--- src/rtl/fir_front_end_pkg.sv ---
// Shared definitions for the FIR front end: controller state encoding and a clog2 helper.
package fir_front_end_pkg;

   typedef enum logic [1:0] {
      ST_RUN   = 2'd0,
      ST_FLUSH = 2'd1,
      ST_SWAP  = 2'd2
   } fe_state_e;

   function automatic int fe_clog2(input int n);
      int r;
      r = 0;
      while ((1 << r) < n) r++;
      return r;
   endfunction

endpackage

--- src/rtl/fir_front_end_sync_fifo.sv ---
// Single-clock sample FIFO with pointer/count bookkeeping.
// Push is ignored when full and pop is ignored when empty.
module fir_sync_fifo
   import fir_front_end_pkg::*;
#(
   parameter int DATA_WIDTH = 8,
   parameter int FIFO_DEPTH = 4
) (
   input  logic                  i_clk,
   input  logic                  i_rst,
   input  logic                  i_push,
   input  logic [DATA_WIDTH-1:0] iv_wdata,
   input  logic                  i_pop,
   output logic [DATA_WIDTH-1:0] ov_rdata,
   output logic                  o_full,
   output logic                  o_empty
);

   localparam int PW = fe_clog2(FIFO_DEPTH);

   logic signed [DATA_WIDTH-1:0] mem_q [FIFO_DEPTH];
   logic [PW-1:0] wr_ptr_q, rd_ptr_q;
   logic [PW:0]   count_q, count_d;
   logic          push_ok, pop_ok;

   assign push_ok  = i_push && !o_full;
   assign pop_ok   = i_pop && !o_empty;
   assign o_full   = (count_q == (PW+1)'(FIFO_DEPTH));
   assign o_empty  = (count_q == '0);
   assign ov_rdata = mem_q[rd_ptr_q];

   always_comb begin
      count_d = count_q;
      case ({push_ok, pop_ok})
         2'b10:   count_d = count_q + 1'b1;
         2'b01:   count_d = count_q - 1'b1;
         default: count_d = count_q;
      endcase
   end

   always_ff @(posedge i_clk) begin
      if (i_rst) begin
         wr_ptr_q <= '0;
         rd_ptr_q <= '0;
         count_q  <= '0;
      end else begin
         if (push_ok) wr_ptr_q <= wr_ptr_q + 1'b1;
         if (pop_ok)  rd_ptr_q <= rd_ptr_q + 1'b1;
         count_q <= count_d;
      end
   end

   // Storage needs no reset: an entry is only read after it has been written.
   always_ff @(posedge i_clk) begin
      if (push_ok) mem_q[wr_ptr_q] <= iv_wdata;
   end

endmodule

--- src/rtl/fir_front_end.sv ---
// Feeder for the FIR tap chain: sample FIFO, tap-enable/data output, shadow/active coefficients.
// Define FIR_FRONT_END_FLUSH_EN to zero the tap history with NUM_TAPS pulses before each swap.
module fir_front_end
   import fir_front_end_pkg::*;
#(
   parameter int DATA_WIDTH = 8,
   parameter int NUM_TAPS   = 8,
   parameter int FIFO_DEPTH = 4
) (
   input  logic                           i_clk,
   input  logic                           i_rst,
   input  logic                           i_s_valid,
   input  logic [DATA_WIDTH-1:0]          iv_s_data,
   output logic                           o_s_ready,
   input  logic                           i_coef_wr,
   input  logic [$clog2(NUM_TAPS)-1:0]    iv_coef_addr,
   input  logic [DATA_WIDTH-1:0]          iv_coef_data,
   input  logic                           i_coef_commit,
   output logic                           o_tap_en,
   output logic [DATA_WIDTH-1:0]          ov_tap_din,
   output logic [NUM_TAPS*DATA_WIDTH-1:0] ov_weights,
   output logic                           o_busy
);

   fe_state_e                    state_q;
   logic                         tap_en_q;
   logic signed [DATA_WIDTH-1:0] tap_din_q;
   logic signed [DATA_WIDTH-1:0] shadow_q [NUM_TAPS];
   logic signed [DATA_WIDTH-1:0] active_q [NUM_TAPS];
   logic                         fifo_full, fifo_empty, fifo_pop;
   logic [DATA_WIDTH-1:0]        fifo_rdata;

`ifdef FIR_FRONT_END_FLUSH_EN
   localparam int CW = (fe_clog2(NUM_TAPS) < 1) ? 1 : fe_clog2(NUM_TAPS);
   logic [CW-1:0] flush_cnt_q;
`endif

   fir_sync_fifo #(
      .DATA_WIDTH (DATA_WIDTH),
      .FIFO_DEPTH (FIFO_DEPTH)
   ) u_fifo (
      .i_clk    (i_clk),
      .i_rst    (i_rst),
      .i_push   (i_s_valid),
      .iv_wdata (iv_s_data),
      .i_pop    (fifo_pop),
      .ov_rdata (fifo_rdata),
      .o_full   (fifo_full),
      .o_empty  (fifo_empty)
   );

   assign o_s_ready  = !fifo_full;
   assign fifo_pop   = (state_q == ST_RUN) && !fifo_empty;
   assign o_tap_en   = tap_en_q;
   assign ov_tap_din = tap_din_q;
   assign o_busy     = (state_q != ST_RUN);

   // Controller: commits are only honoured in RUN, so a commit while busy is dropped.
   always_ff @(posedge i_clk) begin
      if (i_rst) begin
         state_q   <= ST_RUN;
         tap_en_q  <= 1'b0;
         tap_din_q <= '0;
`ifdef FIR_FRONT_END_FLUSH_EN
         flush_cnt_q <= '0;
`endif
      end else begin
         tap_en_q <= 1'b0;
         case (state_q)
            ST_RUN: begin
               if (fifo_pop) begin
                  tap_en_q  <= 1'b1;
                  tap_din_q <= fifo_rdata;
               end
               if (i_coef_commit) begin
`ifdef FIR_FRONT_END_FLUSH_EN
                  state_q     <= ST_FLUSH;
                  flush_cnt_q <= CW'(NUM_TAPS - 1);
`else
                  state_q <= ST_SWAP;
`endif
               end
            end
`ifdef FIR_FRONT_END_FLUSH_EN
            ST_FLUSH: begin
               tap_en_q  <= 1'b1;
               tap_din_q <= '0;
               if (flush_cnt_q == '0) state_q <= ST_SWAP;
               else                   flush_cnt_q <= flush_cnt_q - 1'b1;
            end
`endif
            ST_SWAP: state_q <= ST_RUN;
            default: state_q <= ST_RUN;
         endcase
      end
   end

   // A write landing in the SWAP cycle reaches shadow only; active copies the old shadow.
   always_ff @(posedge i_clk) begin
      if (i_rst) begin
         for (int k = 0; k < NUM_TAPS; k++) begin
            shadow_q[k] <= '0;
            active_q[k] <= '0;
         end
      end else begin
         if (i_coef_wr && (32'(iv_coef_addr) < NUM_TAPS))
            shadow_q[iv_coef_addr] <= iv_coef_data;
         if (state_q == ST_SWAP) begin
            for (int k = 0; k < NUM_TAPS; k++) active_q[k] <= shadow_q[k];
         end
      end
   end

   for (genvar k = 0; k < NUM_TAPS; k++) begin : g_pack
      assign ov_weights[k*DATA_WIDTH +: DATA_WIDTH] = active_q[k];
   end

endmodule

--- config.mk ---
export PLATFORM = sky130hd
export DESIGN_NAME = fir_front_end
export DESIGN_NICKNAME = d
export VERILOG_FILES = /design/src/rtl/fir_front_end_pkg.sv /design/src/rtl/fir_front_end_sync_fifo.sv /design/src/rtl/fir_front_end.sv
export SDC_FILE = /design/constraint.sdc
export NUM_CORES = 1
export LEC_CHECK = 0
export ABC_AREA = 1
export BUFFER_PORTS_ARGS = -buffer_cell sky130_fd_sc_hd__buf_2
export CORE_MARGIN = 8
export CORE_UTILIZATION = 40
export DETAILED_ROUTE_END_ITERATION = 7
export SLEW_MARGIN = 20
export SYNTH_ARGS = -nofsm -noshare
export SYNTH_HDL_FRONTEND = slang
export SYNTH_SLANG_ARGS = --single-unit
--- constraint.sdc ---
create_clock -name i_clk -period 3.5 [get_ports i_clk]
set_clock_uncertainty 0.2 [all_clocks]
set_input_delay 0.35 -clock i_clk [delete_from_list [all_inputs] [get_ports i_clk]]
set_output_delay 0.35 -clock i_clk [all_outputs]
set_load 0.01 [all_outputs]
==> impl_results.md, run 1 <==
- Tcrit/Tclk final: 0.655
- ANT nets after route: 0
- Total CTS buffers: 17
- Nets: 753
- First-pass iteration count of the detailed router: 5
- GRT Overall Usage: 0.128
- Grt ovf: 0
- Port Buf Inserts: 98
- Vias in the first global route: 4278
- Max Slew Vio Count: 0
- Clock Pin Slew Worst Setup and Hold Paths: 0.06 ns
- Crit-path cells: inv_1 > nand2_1 > nand2_1 > inv_1 > ha_1 > inv_1 > fa_1 > inv_1 > nand2_1 > nand3_1 > nand2_1 > nand2_1 > nor2_1
- Core box area: 0.0171 mm²
- Setup violations, final: 0
- Avg Inst Size Synth: 11.4 µm²
- Top cell by count, worst path: nand2_1
- Via count: between 4000 and 5000
- Max-Slew Margin vs Limit: 0.442
- Initial antenna violation count: 0
- Final hold vios: 0
- Rows: 48
- Max clock buf depth: 2
- Peak supply drop: 0.403 mV
- Setup repair bufs after CTS: 0
- DP HPWL: 9.46 mm
- CP Max Fanout: 20
- Die area: 0.0218 mm²
- Chip height: roughly 150 µm
- Post-Synthesis Cells: around 600
- Critical path arrival: 2.41 ns
- Final hold slack: 0.0250 ns
- PostCTS Resize Cnt: 0
- Post-Route WL: 13.8 mm
- Library cells used by synthesis: 19
- Outcome: finished, final reports clean
- Initial DRC count: 292
- First-pass GRT wire length: 21.6 mm
- Initial cell density of the core: 0.406
- Syn nets: between 600 and 700
- Fillers: around 1500
- P per Cell Area: 650 mW/mm²
- Tot Pwr: roughly 5.5 mW
- FMAX: 436 MHz
- CTS tree: yes
- Crit. End Element: register
- Layout Utilization: 0.490
- Ratio of cells with drive above 1 in the final layout: 0.193
- Warnings, synthesis: 0
- RePlAce Congestion: 0.770
- WL/cell: 14.3 µm
- #FFs+latches synth: 177
- # hold bufs at CTS: 9
- Setup CP Type: reg -> reg
- Layout overhead on the synthesized area: 20.8%
- Critical path startpoint category: register
- H-tree Lvls: 4
- Tmin final: 2.29 ns
- Root Driver: clkbuf_16
- Setup TNS: 0 ns
- Worst setup margin: 1.21 ns
- Vias per inst: 4.38
- Most common cell after layout, fill and taps aside: edfxtp_1
- Sink Count: about 180
- Post-synthesis cell area: 0.00694 mm²
- Die span in x: 148 µm
- RSZ-0062 raised after global routing: false
- Largest net degree at the start of global routing: slightly below 50
- Drt drc: 0
- Leakage: 3.84 nW
- Max-capacitance violation count: 0
- Pre-CTS setup slack: 1.04 ns
- Worst Hold Class: in -> reg
- I/O pin cnt: about 100
- Worst Path Required: 3.62 ns
- Crit-path slowest cell: fa_1
- CP max stage delay: 0.38 ns
- Worst skew pair latency: 0.42 ns
- Sequential area share after synthesis: 0.741
- Worst slew pin tran: 0.834 ns
- Most frequent cells in the layout: edfxtp_1 (160), nor2_1 (158), inv_1 (131)
## state kept, by name (all words and copies together), names as in the netlist
signal,flops
active_q,64
o_tap_en,1
ov_tap_din,8
shadow_q,64
state_q,1
u_fifo.count_q,3
u_fifo.mem_q,32
u_fifo.rd_ptr_q,2
u_fifo.wr_ptr_q,2
## metal layers
metal / vias up / GRT usage / part of all wire
met3: 10 / 0.0410 / 0.069
li1: 2124 / - / -
met1: 1969 / 0.146 / 0.42
met5: - / 0 / 0
met2: 110 / 0.221 / 0.50
met4: 0 / 0.0490 / 0.011
## cell type report
class | instances | area (µm²) | share of cell area
clock inverter | 13 | 209 | 0.0249
tap | 225 | 282 | 0.0336
inverter | 134 | 508 | 0.0606
antenna | 1 | 2.50 | 0.000298
sequential | 177 | 5140 | 0.614
clock buffer | 19 | 433 | 0.0516
timing repair buffer | 109 | 608 | 0.0725
multi-input combinational | 284 | 1200 | 0.143
## logic make-up after synthesis
family                     share of synthesized area
adders and majority gates                     0.0119
and+or+nand+nor                                0.155
DFF                                            0.741
buffers and inverters                         0.0865
AOI/OAI and AO/OA                            0.00577
## where the power goes
| group | switching (mW) | internal, mW | leakage, nW | total (mW) |
|---|---|---|---|---|
| sequential | 0.130 | 2.52 | 1.73 | 2.65 |
| combinational | 0.499 | 0.261 | 1.80 | 0.760 |
| clock | 0.768 | 1.27 | 0.311 | 2.04 |
## Yosys cell counts, drive strengths merged
master | number | area (µm²)
o21ai | 3 | 15.0
clkbuf | 2 | 7.51
edfxtp | 160 | 4800
nand3 | 20 | 100
nor2 | 160 | 616
fa | 1 | 20.0
a21oi | 5 | 25.0
ha | 5 | 62.6
nand2 | 90 | 358
buf | 13 | 85.1
clkinv | 1 | 3.75
inv | 133 | 504
dfxtp | 17 | 340
## critical path: cells and delay by family (launching register included)
kind / cells / cell delay (ns)
DFF: 1 / 0.34
adders and majority gates: 2 / 0.56
buffers and inverters: 4 / 0.40
and+or+nand+nor: 7 / 0.70
## metrics by stage
step / area (µm²) / instances
after floorplan: 6940 / 610
after global placement: 7650 / 920
after detailed placement: 7650 / 920
after CTS: 8380 / 961
after global routing: 8380 / 961
final: 8390 / 962
## final timing paths
| check | start | end | slack (ns) | cells past startpoint |
|---|---|---|---|---|
| worst max-delay path | u_fifo.count_q[2] | u_fifo.count_q[2] | 1.21 | 13 |
| worst max register to register | u_fifo.count_q[2] | u_fifo.count_q[2] | 1.21 | 13 |
| worst min-delay path | i_s_valid | u_fifo.wr_ptr_q[0] | 0.03 | 3 |
| worst min register to register | u_fifo.wr_ptr_q[1] | u_fifo.wr_ptr_q[1] | 0.31 | 2 |
Power figures use the tool's default switching activity.
==> run 2, diff against run 1 <==
clock period = 2.05 ns   (was 3.5 ns; I/O delays follow)
==> run 2 against run 1 <==
Net effect:
- wire length fell by 1.0%
- clock-buffer cell count is the same
- die area is the same
- worst setup slack got worse by 1.1 ns
- critical path depth decreased by 5
- clock power grew 59%
- maximum frequency rose by 20%
- sequential share of layout area decreased by 0.58 points
- critical endpoint is now u_fifo.count_q[1]
- largest power group unchanged
==> impl_results.md, run 2 (synthesis results as in run 1) <==
- Largest net degree at the start of global routing: 50 (+2.0%)
- Layout Utilization: 0.495 (+0.00482)
- CP top delay family: adder cells
- DP HPWL: 9.54 mm (+0.77%)
- Vias in the first global route: 4200 (-1.8%)
- P per Cell Area: 1080 mW/mm² (+66%)
- CP max stage delay: 0.44 ns (+0.06 ns)
- Chip height: 148 µm (unchanged)
- H-tree Lvls: 4 (unchanged)
- Worst Hold Depth: 3 (unchanged)
- Clock Pin Slew Worst Setup and Hold Paths: 0.07 ns (about the same)
- R2r worst-path depth: 8 (-5)
- Max Slew Vio Count: 0 (unchanged)
- Peak supply drop: 0.714 mV (+77%)
- Post-Route WL: 13.6 mm (-1.0%)
- Setup TNS: 0 ns (unchanged)
- Setup violations, final: 0 (unchanged)
- Max clock buf depth: 2 (unchanged)
- Crit. End Element: register
- Leakage: 3.89 nW (+1.2%)
- Critical path arrival: 2.06 ns (-0.35 ns)
- Most frequent cells in the layout: edfxtp_1 (160), nor2_1 (157), inv_1 (131)
- Worst slew pin tran: 0.442 ns (-0.392 ns)
- Ratio of cells with drive above 1 in the final layout: 0.215 (+0.0220)
- Port Buf Inserts: 98 (unchanged)
- Via count: 4280 (+1.6%)
- Initial DRC count: 275 (-5.8%)
- I/O pin cnt: 99 (unchanged)
- Core box area: 0.0171 mm² (unchanged)
- Dpl cell area: 0.00775 mm² (+1.3%)
- FMAX: 522 MHz (+20%)
- Worst Path Required: 2.19 ns (-1.43 ns)
- Crit path buf inv count: 2 (-2)
- RePlAce Congestion: 0.735 (-4.5%)
- Total CTS buffers: 17 (unchanged)
- Critical path startpoint category: register
- First-pass iteration count of the detailed router: 5 (unchanged)
- Worst skew pair latency: 0.42 ns (about the same)
- Crit-path slowest cell: fa_2
- Pre-CTS setup slack: 0.0553 ns (-0.980 ns)
- Tot Pwr: 9.15 mW (+68%)
- Ant diodes: 0 (-1)
- First-pass GRT wire length: 21.5 mm (-0.64%)
- Most common cell after layout, fill and taps aside: edfxtp_1
- Grt ovf: 0 (unchanged)
- Max-Slew Margin vs Limit: 0.705 (+0.263)
- Layout overhead on the synthesized area: 22.0%
- WL/cell: 14.0 µm (-2.2%)
- Vias per inst: 4.39 (+0.34%)
- Initial cell density of the core: 0.406 (unchanged)
- CTS tree: yes
- Initial antenna violation count: 0 (unchanged)
- RSZ-0062 raised after global routing: false
- ANT nets after route: 0 (unchanged)
- Outcome: finished, final reports clean
- Die area: 0.0218 mm² (unchanged)
- Worst setup margin: 0.134 ns (-1.07 ns)
- Sink Count: 177 (unchanged)
- Tmin final: 1.92 ns (-0.376 ns)
- Register Area: 0.00515 mm² (about the same)
- Final hold vios: 0 (unchanged)
- Drt drc: 0 (unchanged)
- Critical path depth: 8 (-5)
- GRT Overall Usage: 0.128 (-0.000173)
- Post-route cell area: 0.00847 mm² (+0.98%)
- Max-capacitance violation count: 0 (unchanged)
- Nets: 766 (+1.7%)
- Crit-path cells: nor2_2 > nand2_1 > nand2_1 > inv_1 > ha_1 > inv_1 > fa_2 > a21oi_1
- Largest registers: active_q (64), shadow_q (64), u_fifo.mem_q (32)
- Rows: 48 (unchanged)
- Tcrit/Tclk final: 0.934 (+0.280)
- Worst Hold Class: in -> reg
- CP Max Fanout: 2 (-90%)
- Fillers: 1574 (+3.3%)
- Die span in x: 148 µm (unchanged)
- Root Driver: clkbuf_16
- Setup CP Type: reg -> reg
- Footprint of the multi-input gates: 0.00121 mm² (+0.63%)
[run 2: cell count changes in the layout (fill, tap and decap cells not counted), sizes merged]
cell,delta
buf,+12
inv,+2
diode,-1
clkinvlp,+3
bufinv,-3
dlygate4sd3,+1
clkinv,-2
[run 2: layout make-up]
type / count / area share
repair buffers: 122 / 0.0851
inverters: 134 / 0.0600
well taps: 225 / 0.0332
clock buffers: 19 / 0.0535
flip-flops and latches: 177 / 0.608
clock inverters: 13 / 0.0180
multi-input cells: 284 / 0.142
[run 2: final timing paths]
path	slack [ns]	startpoint	endpoint
worst max-delay path	0.13	u_fifo.count_q[0]	u_fifo.count_q[1]
worst min register to register	0.32	u_fifo.wr_ptr_q[1]	u_fifo.wr_ptr_q[1]
worst min-delay path	0.02	i_rst	u_fifo.wr_ptr_q[1]
worst max register to register	0.13	u_fifo.count_q[0]	u_fifo.count_q[1]
[run 2: per-layer routing]
layer,routed length [µm],track usage
met5,0,0
met1,5830,0.147
met3,926,0.0428
met2,6700,0.217
met4,165,0.0474
[run 2: through the flow]
step	hold slack [ns]	instances
after floorplan	0.104	610
after global placement	0.215	932
after detailed placement	0.221	932
after CTS	0.00646	974
after global routing	0.0574	974
final	0.0247	974
[run 2: tightest hold or removal path, stage by stage]
cell	delay [ns]
buf_2	0.10
buf_4	0.24
a21oi_1	0.06
[run 2: power breakdown]
part,switching [mW],internal (mW),leakage (nW),total (mW)
clock,1.36,1.88,0.286,3.24
combinational,0.959,0.509,1.88,1.47
sequential,0.131,4.31,1.73,4.44
[run 2: timing repair]
| action | 4_1_cts | 5_1_grt |
|---|---|---|
| setup endpoints to repair | 0 | 1 |
| buffers inserted | 0 | 0 |
| hold buffers | 10 | 0 |
| hold endpoints to repair | 35 | 0 |
| resized for setup | 0 | 4 |
==> run 3, diff against run 2 <==
BUFFER_PORTS_ARGS = -buffer_cell sky130_fd_sc_hd__buf_4   (was -buffer_cell sky130_fd_sc_hd__buf_2)
==> run 3 against run 2 <==
Net effect:
- combinational power up 7%
- global-route usage rose by 0.20 points
- maximum frequency grew 3.3%
- register-to-register slack better by 0.06 ns
- final area grew 3.0%
- sequential power hardly changed
- clock power about the same
- non-clock buffer count up 1
- die area unchanged
- sequential cell count unchanged
- first-iteration DRC count is 27% lower
- critical path type unchanged
==> impl_results.md, run 3 (synthesis results as in run 1) <==
- Outcome: finished, final reports clean
- FMAX: 539 MHz (+3.3%)
- CTS tree: yes
- Vias per inst: 4.38 (-0.24%)
- Critical path startpoint category: register
- Critical path arrival: 1.97 ns (-0.09 ns)
- Largest registers: active_q (64), shadow_q (64), u_fifo.mem_q (32)
- Max-capacitance violation count: 0 (unchanged)
- RSZ-0062 raised after global routing: false
- Crit. End Element: register
- Setup repair bufs after CTS: 0 (unchanged)
- Setup CP Type: reg -> reg
- Initial DRC count: 201 (-27%)
- Rows: 48 (unchanged)
- Worst skew pair latency: 0.42 ns (about the same)
- DP HPWL: 9.53 mm (about the same)
- Drt drc: 0 (unchanged)
- Port Buf Inserts: 98 (unchanged)
- Grt ovf: 0 (unchanged)
- CP Max Fanout: 2 (unchanged)
- Worst Hold Class: in -> reg
- Max clock buf depth: 2 (unchanged)
- Initial antenna violation count: 0 (unchanged)
- Tmin final: 1.86 ns (-0.0604 ns)
- Layout Utilization: 0.510 (+0.0148)
- P per Cell Area: 1060 mW/mm² (-1.8%)
- Max-Slew Margin vs Limit: 0.713 (+0.00782)
- First-pass GRT wire length: 21.8 mm (+1.7%)
- Setup TNS: 0 ns (unchanged)
- Die span in x: 148 µm (unchanged)
- Initial cell density of the core: 0.406 (unchanged)
- Setup violations, final: 0 (unchanged)
- Chip height: 148 µm (unchanged)
- Ratio of cells with drive above 1 in the final layout: 0.215 (-0.000287)
- Leakage: 3.94 nW (+1.4%)
- Total CTS buffers: 17 (unchanged)
- Worst Path Required: 2.17 ns (-0.02 ns)
- Core box area: 0.0171 mm² (unchanged)
- Tcrit/Tclk final: 0.905 (-0.0295)
- Clock Pin Slew Worst Setup and Hold Paths: 0.06 ns (about the same)
- Layout overhead on the synthesized area: 25.6%
- Fillers: 1505 (-4.4%)
- Largest net degree at the start of global routing: 49 (-2.0%)
- Most frequent cells in the layout: edfxtp_1 (160), nor2_1 (157), inv_1 (131)
- WL/cell: 13.9 µm (-0.34%)
- I/O pin cnt: 99 (unchanged)
- GRT Overall Usage: 0.130 (+0.00198)
- Root Driver: clkbuf_16
- Via count: 4274 (-0.14%)
- Final hold vios: 0 (unchanged)
- First-pass iteration count of the detailed router: 4 (-1)
- Register Area: 0.00515 mm² (about the same)
- Vias in the first global route: 4353 (+3.6%)
- Peak supply drop: 0.593 mV (-17%)
- H-tree Lvls: 4 (unchanged)
- Die area: 0.0218 mm² (unchanged)
- Footprint of the multi-input gates: 0.00122 mm² (+0.83%)
- Most common cell after layout, fill and taps aside: edfxtp_1
- Max Slew Vio Count: 0 (unchanged)
- Worst slew pin tran: 0.430 ns (-0.0117 ns)
- Post-Route WL: 13.6 mm (-0.23%)
- Ant diodes: 0 (unchanged)
- ANT nets after route: 0 (unchanged)
- RePlAce Congestion: 0.742 (+0.94%)
- Sink Count: 177 (unchanged)
- Nets: 767 (+0.13%)
-- run 3: area by class of cell --
class / instances / area share
flip-flops and latches: 177 / 0.590
clock inverters: 13 / 0.0184
well taps: 225 / 0.0323
multi-input cells: 284 / 0.139
clock buffers: 19 / 0.0496
repair buffers: 123 / 0.112
inverters: 134 / 0.0582
-- run 3: metrics by stage --
step	power, mW	std cells	setup WS (ns)	area (µm²)	hold slack, ns
after floorplan	5.50	610	0.112	6940	0.104
after global placement	6.04	932	0.191	8000	0.203
after detailed placement	6.09	932	0.0868	8000	0.208
after CTS	9.31	975	0.0754	8700	0.00434
after global routing	9.71	975	0.0218	8720	0.0478
final	9.25	975	0.195	8720	0.0241
-- run 3: per-layer routing --
metal,up-vias,track usage,share of wire
met1,1986,0.150,0.42
met2,118,0.214,0.49
met4,0,0.0576,0.019
met3,24,0.0456,0.073
li1,2146,-,-
met5,-,0,0
-- run 3: timing repair --
item | in CTS | in global routing
gates resized for setup | 0 | 8
endpoints found under the setup margin | 0 | 1
hold buffers | 11 | 0
endpoints found under the hold margin | 35 | 0
-- run 3: path summary, 6_finish.rpt --
check	startpoint	to	slack, ns	depth (start not counted)
max	u_fifo.count_q[0]	u_fifo.count_q[2]	0.19	13
min	i_rst	u_fifo.wr_ptr_q[1]	0.02	3
max reg2reg	u_fifo.count_q[0]	u_fifo.count_q[2]	0.19	13
min reg2reg	u_fifo.wr_ptr_q[1]	u_fifo.wr_ptr_q[1]	0.30	2
-- run 3: critical path, cell delays in order (launching register included) --
cell and delay (ns):
dfxtp_1 0.35, nor2_2 0.06, nand2_1 0.08, nand2_1 0.07, inv_1 0.08, ha_2 0.18
inv_1 0.06, fa_2 0.33, inv_1 0.06, nand2_1 0.06, nand3_2 0.07, nand2_1 0.05
nand2_1 0.06, nor2_1 0.04
-- run 3: power by group --
group / internal (mW) / total [mW] / switching, mW
clock network: 1.92 / 3.22 / 1.30
logic: 0.620 / 1.58 / 0.959
registers: 4.31 / 4.45 / 0.143
total: 6.85 / 9.25 / 2.41
